[src/rtl/arith_pkg.sv]
// Shared constants and per-stage record for the carry-select subtractor pipeline.
// A stage record travels with its operands, partially resolved difference and carry.
package arith_pkg;

  localparam int WIDTH_DEF = 16;
  localparam int SLICE_DEF = 4;

  typedef struct packed {
    logic                 valid;
    logic                 carry;
    logic [WIDTH_DEF-1:0] a;
    logic [WIDTH_DEF-1:0] b;
    logic [WIDTH_DEF-1:0] diff;
  } stage_t;

endpackage

[src/rtl/csel_slice4.sv]
// One SLICE-bit slice of a + ~b: both carry-in sums are formed, then the incoming carry selects.
// Purely combinational; no state, no flow control.
module csel_slice4 import arith_pkg::*; #(
  parameter int SLICE = SLICE_DEF
) (
  input  logic [SLICE-1:0] i_a,
  input  logic [SLICE-1:0] i_b,
  input  logic             i_cin,
  output logic [SLICE-1:0] o_sum,
  output logic             o_cout
);

  logic [SLICE:0] w_sum0;
  logic [SLICE:0] w_sum1;

  assign w_sum0 = {1'b0, i_a} + {1'b0, ~i_b};
  assign w_sum1 = {1'b0, i_a} + {1'b0, ~i_b} + {{SLICE{1'b0}}, 1'b1};

  assign {o_cout, o_sum} = i_cin ? w_sum1 : w_sum0;

endmodule

[src/rtl/pipelined_subtractor.sv]
// Pipelined a - b - bin, one SLICE-bit carry-select slice per stage; result valid STAGES cycles after acceptance.
// Valid/ready chain: a stage moves when empty or its successor moves; in_ready falls only when every stage is full and stalled.
module pipelined_subtractor import arith_pkg::*; #(
  parameter int WIDTH = WIDTH_DEF,
  parameter int SLICE = SLICE_DEF
) (
  input  logic             clk,
  input  logic             rst,
  input  logic             in_valid,
  output logic             in_ready,
  input  logic [WIDTH-1:0] a,
  input  logic [WIDTH-1:0] b,
  input  logic             bin,
  output logic             out_valid,
  input  logic             out_ready,
  output logic [WIDTH-1:0] diff,
  output logic             bout,
  output logic             ovf
);

  localparam int STAGES = WIDTH / SLICE;
  localparam int MSB    = WIDTH - 1;

  stage_t              r_stg [STAGES];
  stage_t              w_nxt [STAGES];
  logic [STAGES-1:0]   w_adv;

  for (genvar k = 0; k < STAGES; k++) begin : g_stage
    stage_t           w_prev;
    stage_t           w_cur;
    logic [SLICE-1:0] w_sum;
    logic             w_cout;

    if (k == 0) begin : g_head
      // Subtraction as a + ~b + ~bin: the borrow-in becomes an inverted carry-in.
      always_comb begin
        w_prev       = '0;
        w_prev.valid = in_valid;
        w_prev.carry = !bin;
        w_prev.a     = a;
        w_prev.b     = b;
      end
    end else begin : g_body
      assign w_prev = r_stg[k-1];
    end

    csel_slice4 #(.SLICE(SLICE)) u_slice (
      .i_a    (w_prev.a[k*SLICE +: SLICE]),
      .i_b    (w_prev.b[k*SLICE +: SLICE]),
      .i_cin  (w_prev.carry),
      .o_sum  (w_sum),
      .o_cout (w_cout)
    );

    always_comb begin
      w_cur                        = w_prev;
      w_cur.carry                  = w_cout;
      w_cur.diff[k*SLICE +: SLICE] = w_sum;
    end

    assign w_nxt[k] = w_cur;
  end

  always_comb begin : p_adv
    logic w_go;
    w_adv = '0;
    w_go  = !r_stg[STAGES-1].valid || out_ready;
    w_adv[STAGES-1] = w_go;
    for (int k = STAGES - 2; k >= 0; k--) begin
      w_go     = !r_stg[k].valid || w_go;
      w_adv[k] = w_go;
    end
  end

  always_ff @(posedge clk) begin
    if (rst) begin
      for (int k = 0; k < STAGES; k++) r_stg[k] <= '0;
    end else begin
      for (int k = 0; k < STAGES; k++) begin
        if (w_adv[k]) r_stg[k] <= w_nxt[k];
      end
    end
  end

  assign in_ready  = w_adv[0];
  assign out_valid = r_stg[STAGES-1].valid;
  assign diff      = r_stg[STAGES-1].diff;
  // Borrow is the inverted final carry; gated so an empty output reads 0.
  assign bout      = r_stg[STAGES-1].valid && !r_stg[STAGES-1].carry;
  assign ovf       = (r_stg[STAGES-1].a[MSB] != r_stg[STAGES-1].b[MSB]) &&
                     (r_stg[STAGES-1].diff[MSB] != r_stg[STAGES-1].a[MSB]);

endmodule

[config.mk]
export PLATFORM = sky130hd
export DESIGN_NAME = pipelined_subtractor
export DESIGN_NICKNAME = d
export VERILOG_FILES = /design/src/rtl/arith_pkg.sv /design/src/rtl/csel_slice4.sv /design/src/rtl/pipelined_subtractor.sv
export SDC_FILE = /design/constraint.sdc
export NUM_CORES = 1
export LEC_CHECK = 0
export ABC_AREA = 1
export BUFFER_PORTS_ARGS = -buffer_cell sky130_fd_sc_hd__buf_2
export CAP_MARGIN = 25
export CORE_UTILIZATION = 30
export DETAILED_ROUTE_END_ITERATION = 12
export PLACE_DENSITY = 0.52
export SYNTH_ARGS = -nofsm -noshare
export SYNTH_HDL_FRONTEND = slang
export SYNTH_SLANG_ARGS = --single-unit
[constraint.sdc]
create_clock -name clk -period 2.14 [get_ports clk]
set_input_delay 0.107 -clock clk [delete_from_list [all_inputs] [get_ports clk]]
set_output_delay 0.107 -clock clk [all_outputs]
set_load 0.005 [all_outputs]
* Word level (Yosys, flattened, before mapping)
Memory sizes are Yosys's and may differ from the RTL's.
Index checks and enable logic that the tools add are counted.
** Word-level totals
- Bits in registers :: 0
- Memory bits (writable) :: 200
- Output and inout bits :: 20
- Word-level logic and storage cells :: 52
- Memories :: 1
** Memories
- r_stg :: words 4, width 50, read ports 4, clocked after Yosys merged registers in 0, write ports 4, RTL line pipelined_subtractor.sv:24 : stage_t r_stg [STAGES];
** Cells by class
- $add $sub $neg :: 8
- Equal/unequal tests :: 2
- Muxes and demuxes :: 22
- Bitwise logic cells :: 8
- Reduce and logical (&&, ||, !) cells :: 11
** Operators by type and width (count)
- two-way mux 50 bit :: 4
- adder 4 x 4 -> 5 bit :: 4
- adder 5 x 1 -> 5 bit, second input constant :: 4
- two-way mux 5 bit :: 4
- NOT 4 bit :: 4
- two-way mux 1 bit :: 14
- zero test 1 bit :: 5
- logical OR 1 bit :: 4
- OR 1 bit :: 4
- logical AND 1 bit :: 2
- inequality test 1 bit :: 2

* Logic depth before layout (Yosys ltp)
Gate-level depths: netlist of run 1.
An unclocked memory read counts as a cell.
- Word-level depth :: 10
- Gate-level depth with buffers :: 11

* Hierarchy
A second synthesis of run 1 with hierarchy kept.
** Second synthesis, totals
- Cells, all modules :: 537
- Area, all modules :: 5087.4 µm²
** Modules (own cells, without submodules)
- pipelined_subtractor :: instances 1, cells an instance 341, area an instance 3976.3 µm²
- csel_slice4 :: instances 4, cells an instance 49, area an instance 277.8 µm²

* Worst setup path after synthesis of run 1
Ideal clock, no wire load.
- Kind :: reg2reg
- From :: mem r_stg[0][36] (netlist name)
- To :: mem r_stg[0][98] (netlist name) (data pin)
- Arrival :: 1588 ps
- Setup slack :: 302 ps
- Cell stages (with the launch flop) :: 9
- Buffers on the path :: 0
- Period minus slack after synthesis :: 1838 ps
- Path through :: edfxtp_1 > ha_1 > fa_1 > ha_1 > nand2_1 > nor2_2 > nand3_1 > nand2_1 > nor2_1
** RTL lines (RTL line)
- start, declared :: pipelined_subtractor.sv:24

==> flow_metrics.py, run 1 <==
metrics = {
    "run_status": {
        "status": "completed",
    },
    "clock_network": {
        "root_buffer": "clkbuf_16",
        "cts_max_level": 3,
        "cts_buffers": 9,
        "cts-root-to-sink-buffers": 2,
        "postCtsHoldBufs": 0,
        "cts_sinks": 98,
        "clock_latency_ps": 340,
        "clk_pin_slew_ps": 60,
        "cts-resized-gates": 0,
        "post_cts_buffers": 0,
        "cts_tree": "done",
    },
    "logic_synthesis": {
        "ys_ff_latch": 98,
        "synth.yosys.seq_area_share_pct": 59.4,
        "synth_most_common_cell": "inv_1",
        "synth_cells": 505,
        "async_flop_share_pct": 0,
        "yosysWarnings": 0,
        "synth.net_count": 566,
        "synthDistinctLibCells": 24,
        "synth.avg_cell_area_um2": 9.81,
        "netlist.area_leader.share_pct": 59.4,
        "synth_edf_count": 98,
        "synthesis.area_um2": 4950,
        "synth_area_leaders": "edfxtp_1 59%, inv_1 9.9%, nor2_1 8.0%",
        "synth.largest_area_cell": "edfxtp_1",
        "synth_flop_cell": "edfxtp_1",
        "synth_common_cells": "131 x inv_1, 105 x nor2_1, 98 x edfxtp_1",
    },
    "cells_and_area": {
        "synthToLayoutAreaGrowth_pct": 14.7,
        "nFillCells": 1658,
        "regMostFlops": "r_stg",
        "fin_nets": 615,
        "largest_register_ffs": 98,
        "layout.cells.non_filler": 774,
        "antenna_cells": 0,
        "layout-drive-gt1-share_pct": 15.8,
        "final_util_pct": 35.5,
        "reg_top3": "r_stg: 98 flops",
    },
    "floorplan": {
        "core.rowCount": 46,
        "die_w_um": 130,
        "fp.dieH_um": 130,
        "dieArea_um2": 17000,
        "boundaryPins": 57,
        "core_um2": 16000,
        "initial_utilization_pct": 31.0,
    },
    "power_and_ir_drop": {
        "power_density_nw_per_um2": 789,
        "p_leak_uw": 0.00274,
        "max-vdd-ir-drop_mv": 0.395,
    },
    "hold_path": {
        "hold_class": "primary input to flip-flop",
    },
    "timing": {
        "final_hold_viol_count": 0,
        "period_needed_ps": 1960,
        "post-route-period-util_pct": 91.5,
        "worst_hold_slack_ps": 54.6,
        "tns_ps": 0,
        "rsz0062_at_grt": "false",
        "final_max_slew_viol_count": 0,
        "maxSlewHeadroom_pct": 73.7,
        "worst_pin_slew_ps": 393,
        "fmax_ghz": 0.511,
        "setup_viol": 0,
        "skew_ps": 5.69,
    },
    "grt": {
        "antenna_found_initial": 0,
        "grtUsageTotal_pct": 9.52,
        "grt-ovfl-total": 0,
        "first_global_vias": 2874,
        "grt_pass1_wl_um": 12400,
        "grt_max_degree": 31,
    },
    "detailed_routing": {
        "drtIter0Drc": 98,
        "drt_wl_total_um": 7120,
        "first_pass_iters": 4,
        "antenna_left": 0,
        "vias_per_cell": 3.82,
        "wire_per_inst_um": 9.20,
        "vias": 2958,
        "post-route-drc-count": 0,
    },
    "job": {
        "max_cap_viol_count": 0,
    },
    "placement": {
        "hpwlAfterDp_um": 5400,
        "gp_congestion": 0.754,
        "io_buffers": 56,
        "placedCellCount": 759,
    },
    "worst_setup_path": {
        "critical_path_class": "flip-flop to flip-flop",
        "worstPathArrival_ps": 2060,
        "r2r_setup_slack_ps": 180,
        "required_ps": 2240,
        "worstSetupEndpointType": "flip-flop",
        "cp-start-kind": "flip-flop",
        "path_max_fanout": 3,
    },
}
[logic make-up after synthesis]
kind of cell	after synthesis	synth area share (%)
adders and majority gates	24	6.67
xor gates and xnor gates	2	0.354
muxes	3	0.606
AOI/OAI and AO/OA	14	1.41
DFF	98	59.4
buffers and inverters	157	14.0
and+or+nand+nor	207	17.5
[layer usage]
layer | vias up | track usage, % | share of wire, %
met5 | - | 0 | 0
met4 | 0 | 6.09 | 2.8
met3 | 12 | 2.12 | 4.5
met2 | 57 | 16.0 | 44
met1 | 1263 | 11.0 | 48
li1 | 1626 | - | -
[area by class of cell]
cell class	count	area, um^2	share of cell area (%)
Clock buffer	9	225	3.97
Clock inverter	6	106	1.87
Inverter	134	503	8.86
Multi-Input combinational cell	250	1310	23.1
Sequential cell	98	2940	51.8
Tap cell	216	270	4.76
Timing Repair Buffer	61	318	5.60
[placed cells by master (no fill, tap or decap), types with 4 or more instances in the layout]
cell	instances
inv_1	131
a21oi_1	11
nor2_1	105
buf_2	56
edfxtp_1	98
nor3_1	4
ha_1	20
buf_4	5
fa_1	4
nand2_1	69
nand3_1	17
nor2_2	4
clkbuf_16	9
[critical path: stages (launching register included)]
cell      delay [ps]
edfxtp_1         370
ha_1             220
fa_1             530
ha_1             150
nand2_1           80
nor2_1           150
nand4_1          110
nand2_1           70
nor2_1            40
[report_power, final]
| part | internal [uW] | switching (uW) | total [uW] |
|---|---|---|---|
| Clock | 1130 | 654 | 1780 |
| Combinational | 176 | 248 | 424 |
| Sequential | 2230 | 38.9 | 2270 |
[metrics by stage]
stage / power, uW / cell area (um^2) / setup slack, ps
2_1_floorplan: 2650 / 4950 / 302
3_3_place_gp: 2730 / 5350 / 254
3_5_place_dp: 2750 / 5350 / 177
4_1_cts: 4550 / 5680 / 174
5_1_grt: 4700 / 5680 / 26.7
6_report: 4480 / 5680 / 182
[path summary, 6_finish.rpt]
kind                                    start            end  cells after the start
worst min-delay path                    b[10]   r_stg[0][26]                      3
worst min register to register   r_stg[0][25]   r_stg[0][75]                      2
worst max-delay path            r_stg[0][144]  r_stg[0][198]                      8
worst max register to register  r_stg[0][144]  r_stg[0][198]                      8
No activity file was read; power rests on OpenSTA's default activity.
==> run 2, diff against run 1 <==
BUFFER_PORTS_ARGS = -buffer_cell sky130_fd_sc_hd__buf_4   (was -buffer_cell sky130_fd_sc_hd__buf_2)
SETUP_SLACK_MARGIN = 0.2   (was default)
==> run 2 against run 1 <==
Effect of this change: first-iteration DRC count up 18%; clock power is 21% lower; design area grew 2.6%; count of clock-buffer cells in the layout increased by 1; clock skew increased by 1.7 ps; power decreased by 7.0%; die area is the same; non-clock buffer count is 4 higher; worst hold slack improved by 8.7 ps; largest cell class unchanged.
==> flow_metrics.py, run 2 (synthesis results as in run 1) <==
metrics = {
    "power_and_ir_drop": {
        "switchingPower_uw": 931,
        "total_power_uw": 4170,
        "power.share.clock_pct": 33.8,
        "p_leak_uw": 0.00276,
        "pwr-share-comb_pct": 11.6,
        "seq_power_share_pct": 54.7,
        "p_sw_share_pct": 22.4,
        "internal_power_uw": 3230,
        "power_density_nw_per_um2": 715,
        "max-vdd-ir-drop_mv": 0.359,
    },
    "hold_path": {
        "hold_class": "primary input to flip-flop",
        "hp-start": "a[9]",
    },
    "detailed_routing": {
        "first_pass_iters": 4,
        "drt_wl_total_um": 7150,
        "wire_per_inst_um": 9.19,
        "vias_per_cell": 3.84,
        "vias": 2989,
        "drtIter0Drc": 116,
        "antenna_left": 0,
        "post-route-drc-count": 0,
    },
    "floorplan": {
        "initial_utilization_pct": 31.0,
        "boundaryPins": 57,
        "core_um2": 16000,
        "die_w_um": 130,
        "core.rowCount": 46,
        "dieArea_um2": 17000,
        "fp.dieH_um": 130,
    },
    "worst_setup_path": {
        "critical_path_class": "flip-flop to flip-flop",
        "path_cells": "ha_2, fa_1, ha_2, nand2_2, nor2_2, nand4_1, nand2_1, nor2_1",
        "cpMostUsedCell": "ha_2",
        "cp-start-kind": "flip-flop",
        "cp_slowest_stage_delay_ps": 510,
        "cpMaxStageDelayCell": "fa_1",
        "worstSetupEndpointType": "flip-flop",
        "cp_top_family": "adder cells",
        "path_max_fanout": 3,
        "critPathBufInv": 0,
        "required_ps": 2240,
        "worstPathArrival_ps": 2030,
        "rr_startpoint": "r_stg[0][144]",
        "cp-startpoint": "r_stg[0][144]",
    },
    "timing": {
        "layout_setup_ws_ps": 210,
        "final_max_slew_viol_count": 0,
        "skew_ps": 7.38,
        "tns_ps": 0,
        "final_hold_viol_count": 0,
        "post-route-period-util_pct": 90.2,
        "rsz0062_at_grt": "true",
        "maxSlewHeadroom_pct": 75.6,
        "worst_hold_slack_ps": 63.3,
        "fmax_ghz": 0.518,
        "worst_pin_slew_ps": 366,
        "setup_viol": 0,
        "period_needed_ps": 1930,
    },
    "cells_and_area": {
        "regMostFlops": "r_stg",
        "fin_nets": 619,
        "layout_commonest_cell": "inv_1",
        "synthToLayoutAreaGrowth_pct": 17.7,
        "nFillCells": 1635,
        "layout-drive-gt1-share_pct": 18.3,
        "largest_register_ffs": 98,
        "reg_top3": "r_stg: 98 flops",
        "antenna_cells": 0,
        "layout_common_cells": "131 x inv_1, 101 x nor2_1, 98 x edfxtp_1",
    },
    "clock_network": {
        "cts_max_level": 3,
        "root_buffer": "clkbuf_16",
        "cts-root-to-sink-buffers": 2,
        "cts_sinks": 98,
        "clock_latency_ps": 340,
        "clk_pin_slew_ps": 60,
        "cts_buffers": 9,
        "cts_tree": "done",
    },
    "grt": {
        "grt-ovfl-total": 0,
        "antenna_found_initial": 0,
        "grtUsageTotal_pct": 9.40,
        "grt_pass1_wl_um": 12300,
        "grt_max_degree": 31,
        "first_global_vias": 2884,
    },
    "placement": {
        "io_buffers": 56,
        "gp_congestion": 0.761,
        "hpwlAfterDp_um": 5450,
        "place_ws_ps": 171,
    },
    "job": {
        "max_cap_viol_count": 0,
    },
    "run_status": {
        "status": "completed",
    },
}
[run 2: repair_timing]
action / 4_1_cts / 5_1_grt
pin swaps: 7 / 11
endpoints found under the hold margin: 0 / 0
resized for setup: 5 / 10
endpoints found under the setup margin: 3 / 11
hold buffers: 0 / 0
setup buffers: 2 / 2
[run 2: layout make-up]
cell class	count	area, um^2	area share (%)
multi-input cells	250	1360	23.4
clock inverters	5	32.5	0.558
flip-flops and latches	98	2940	50.5
inverters	134	503	8.63
clock buffers	10	229	3.93
repair buffers	65	488	8.37
well taps	216	270	4.64
[run 2: stage by stage]
stage | instance area (um^2) | utilization (%) | std cells
floorplan | 4950 | - | 505
global placement | 5490 | 34.3 | 759
detailed placement | 5490 | 34.3 | 759
CTS | 5780 | 36.1 | 776
global route | 5830 | 36.4 | 778
finish | 5830 | 36.4 | 778
[run 2: worst min-delay path, delay by kind of cell]
kind / cells / cell delay [ps]
AND/OR/NAND/NOR: 1 / 80
buffers and inverters: 2 / 110
[run 2: power by group through the flow]
stage / Clock, uW / Combinational [uW] / Sequential [uW]
global placement: 0 / 446 / 2320
detailed placement: 0 / 458 / 2320
global route: 1530 / 563 / 2290
floorplan: 0 / 347 / 2300
CTS: 1460 / 469 / 2280
finish: 1410 / 482 / 2280
[run 2: worst paths after layout]
path	cells past startpoint	endpoint	slack, ps
min	3	r_stg[0][41]	60
max reg2reg	8	r_stg[0][198]	210
max	8	r_stg[0][198]	210
min reg2reg	2	r_stg[0][94]	530
[run 2: routing by layer]
metal	up-vias	wire, um	share of wire [%]	track usage (%)
met5	-	0	0	0
met4	0	175	2.4	5.61
met3	12	341	4.8	2.48
met2	64	3260	46	16.4
met1	1271	3380	47	10.2
li1	1642	-	-	-
==> run 3, diff against run 2 <==
ABC_AREA = default   (was 1)
SLEW_MARGIN = 20   (was default)
==> run 3 against run 2 <==
Effect of this change: die area down 3.3%; count of clock-buffer cells in the layout up 3; sequential cell count is the same; critical path type unchanged; critical endpoint is now r_stg[0][98].
==> flow_metrics.py, run 3 <==
metrics = {
    "cells_and_area": {
        "nFillCells": 1493,
        "regMostFlops": "r_stg",
        "largest_register_ffs": 98,
        "layout_common_cells": "98 x edfxtp_1, 78 x and2_1, 69 x buf_4",
        "synthToLayoutAreaGrowth_pct": 21.7,
        "fin_nets": 476,
        "layout-drive-gt1-share_pct": 27.5,
        "antenna_cells": 0,
        "layout_commonest_cell": "edfxtp_1",
        "reg_top3": "r_stg: 98 flops",
    },
    "worst_setup_path": {
        "required_ps": 2220,
        "worstSetupEndpointType": "flip-flop",
        "cp-start-kind": "flip-flop",
        "cp_slowest_stage_delay_ps": 420,
        "cpMaxStageDelayCell": "edfxtp_1",
        "path_max_fanout": 2,
        "critical_path_class": "flip-flop to flip-flop",
        "worstPathArrival_ps": 2050,
        "path_cells": "ha_4, fa_2, buf_4, nand4b_1, a211oi_1, a211oi_2",
    },
    "grt": {
        "grt_pass1_wl_um": 12100,
        "grt-ovfl-total": 0,
        "grtUsageTotal_pct": 9.58,
        "grt_max_degree": 31,
        "first_global_vias": 2506,
        "antenna_found_initial": 0,
    },
    "logic_synthesis": {
        "synth_xor_area_share_pct": 2.64,
        "async_flop_share_pct": 0,
        "synth_compound_area_share_pct": 5.70,
        "synth.yosys.seq_area_share_pct": 61.5,
        "synth.largest_area_cell": "edfxtp_1",
        "ys_ff_latch": 98,
        "netlist.area_leader.share_pct": 61.5,
        "synth_most_common_cell": "edfxtp_1",
        "synthesis.area_um2": 4790,
        "synth.net_count": 420,
        "synth.avg_cell_area_um2": 13.3,
        "synth_cells": 359,
        "synth_common_cells": "98 x edfxtp_1, 78 x and2_1, 20 x ha_1",
        "synth_area_leaders": "edfxtp_1 61%, and2_1 10%, ha_1 5.2%",
        "synthSimpleGateAreaFrac_pct": 17.4,
        "synth_flop_cell": "edfxtp_1",
        "synthMuxAreaShare_pct": 1.31,
        "synth_edf_count": 98,
        "synth-adder-area-share_pct": 6.90,
        "synthDistinctLibCells": 43,
        "yosysWarnings": 0,
        "synth_top_family_by_area": "simple AND/OR/NAND/NOR gates",
    },
    "detailed_routing": {
        "first_pass_iters": 4,
        "vias": 2635,
        "antenna_left": 0,
        "wire_per_inst_um": 11.7,
        "drtIter0Drc": 149,
        "vias_per_cell": 4.19,
        "drt_wl_total_um": 7350,
        "post-route-drc-count": 0,
    },
    "placement": {
        "io_buffers": 56,
        "gp_congestion": 0.717,
        "hpwlAfterDp_um": 5340,
    },
    "timing": {
        "final_max_slew_viol_count": 0,
        "skew_ps": 3.66,
        "rsz0062_at_grt": "true",
        "period_needed_ps": 1980,
        "post-route-period-util_pct": 92.4,
        "maxSlewHeadroom_pct": 65.7,
        "tns_ps": 0,
        "setup_viol": 0,
        "final_hold_viol_count": 0,
        "fmax_ghz": 0.506,
        "worst_pin_slew_ps": 511,
    },
    "clock_network": {
        "postCtsHoldBufs": 0,
        "cts-root-to-sink-buffers": 2,
        "clock_latency_ps": 340,
        "clk_pin_slew_ps": 60,
        "root_buffer": "clkbuf_16",
        "cts_sinks": 98,
        "cts_max_level": 3,
        "cts_tree": "done",
        "cts_buffers": 9,
    },
    "floorplan": {
        "dieArea_um2": 16500,
        "initial_utilization_pct": 31.2,
        "fp.dieH_um": 128,
        "boundaryPins": 57,
        "die_w_um": 128,
        "core.rowCount": 45,
        "core_um2": 15400,
    },
    "job": {
        "max_cap_viol_count": 0,
    },
    "hold_path": {
        "hold_class": "primary input to flip-flop",
    },
    "power_and_ir_drop": {
        "p_leak_uw": 0.00239,
        "power_density_nw_per_um2": 719,
        "max-vdd-ir-drop_mv": 0.363,
        "total_power_uw": 4190,
    },
    "run_status": {
        "status": "completed",
    },
}
## run 3: cell count changes after synthesis, sizes merged, moves of 14 or more
cell   change
nor2      -98
nand2     -68
inv      -115
nand3     -14
and2      +78
## run 3: timing repair
item                       CTS  global route
setup buffers                1             2
setup endpoints to repair    6            35
pin swaps                    7             7
gates resized for setup     21            14
cloned                       0             0
## run 3: path summary, 6_finish.rpt
| path | endpoint | cells past startpoint | start | slack, ps |
|---|---|---|---|---|
| setup / recovery | r_stg[0][98] | 6 | r_stg[0][36] | 160 |
| hold / removal | r_stg[0][37] | 2 | a[5] | 40 |
| setup reg to reg | r_stg[0][98] | 6 | r_stg[0][36] | 160 |
| hold reg to reg | r_stg[0][77] | 1 | r_stg[0][27] | 520 |
## run 3: power breakdown
group	internal [uW]	switching, uW	leakage (uW)
logic	285	239	0.00112
clock network	772	614	0.000117
registers	2240	40.4	0.00116
## run 3: logic make-up (layout without fill, tap and decap cells)
| family | count (synthesis) | count (layout) |
|---|---|---|
| compound gates | 39 | 39 |
| xor+xnor | 12 | 12 |
| fa+ha+maj | 24 | 24 |
| simple gates | 137 | 137 |
| buf+inv | 43 | 102 |
| mux | 6 | 6 |
| flops | 98 | 98 |
## run 3: area by class of cell
cell class | instances | area [um^2] | area share (%)
Sequential cell | 98 | 2940 | 50.5
Inverter | 19 | 71.3 | 1.22
Clock buffer | 13 | 240 | 4.12
Clock inverter | 1 | 3.75 | 0.0644
Tap cell | 211 | 264 | 4.53
Timing Repair Buffer | 69 | 518 | 8.89
Multi-Input combinational cell | 218 | 1790 | 30.7
## run 3: per-layer routing
metal / up-vias / share of wire [%] / global-route usage (%)
li1: 1380 / - / -
met1: 1182 / 49 / 12.6
met2: 66 / 43 / 14.2
met3: 7 / 6.7 / 4.03
met4: 0 / 1.3 / 3.32
met5: - / 0 / 0
## run 3: worst max-delay path, delay by kind of cell (launching register included)
kind,cells,cell delay [ps]
adders and majority gates,2,600
DFF,1,420
AOI/OAI and AO/OA,2,400
and+or+nand+nor,1,160
buffers and inverters,1,150
## run 3: per-stage QoR
stage               instance area, um^2  std cells  hold slack, ps  worst slack (ps)  utilization (%)
global placement                   5400        612             386              82.4             35.2
global route                       5830        629            25.8              66.6             37.9
finish                             5830        629            42.3               163             37.9
floorplan                          4800        359             305               207                -
detailed placement                 5400        612             389              23.7             35.2
CTS                                5750        627            26.3               188             37.4
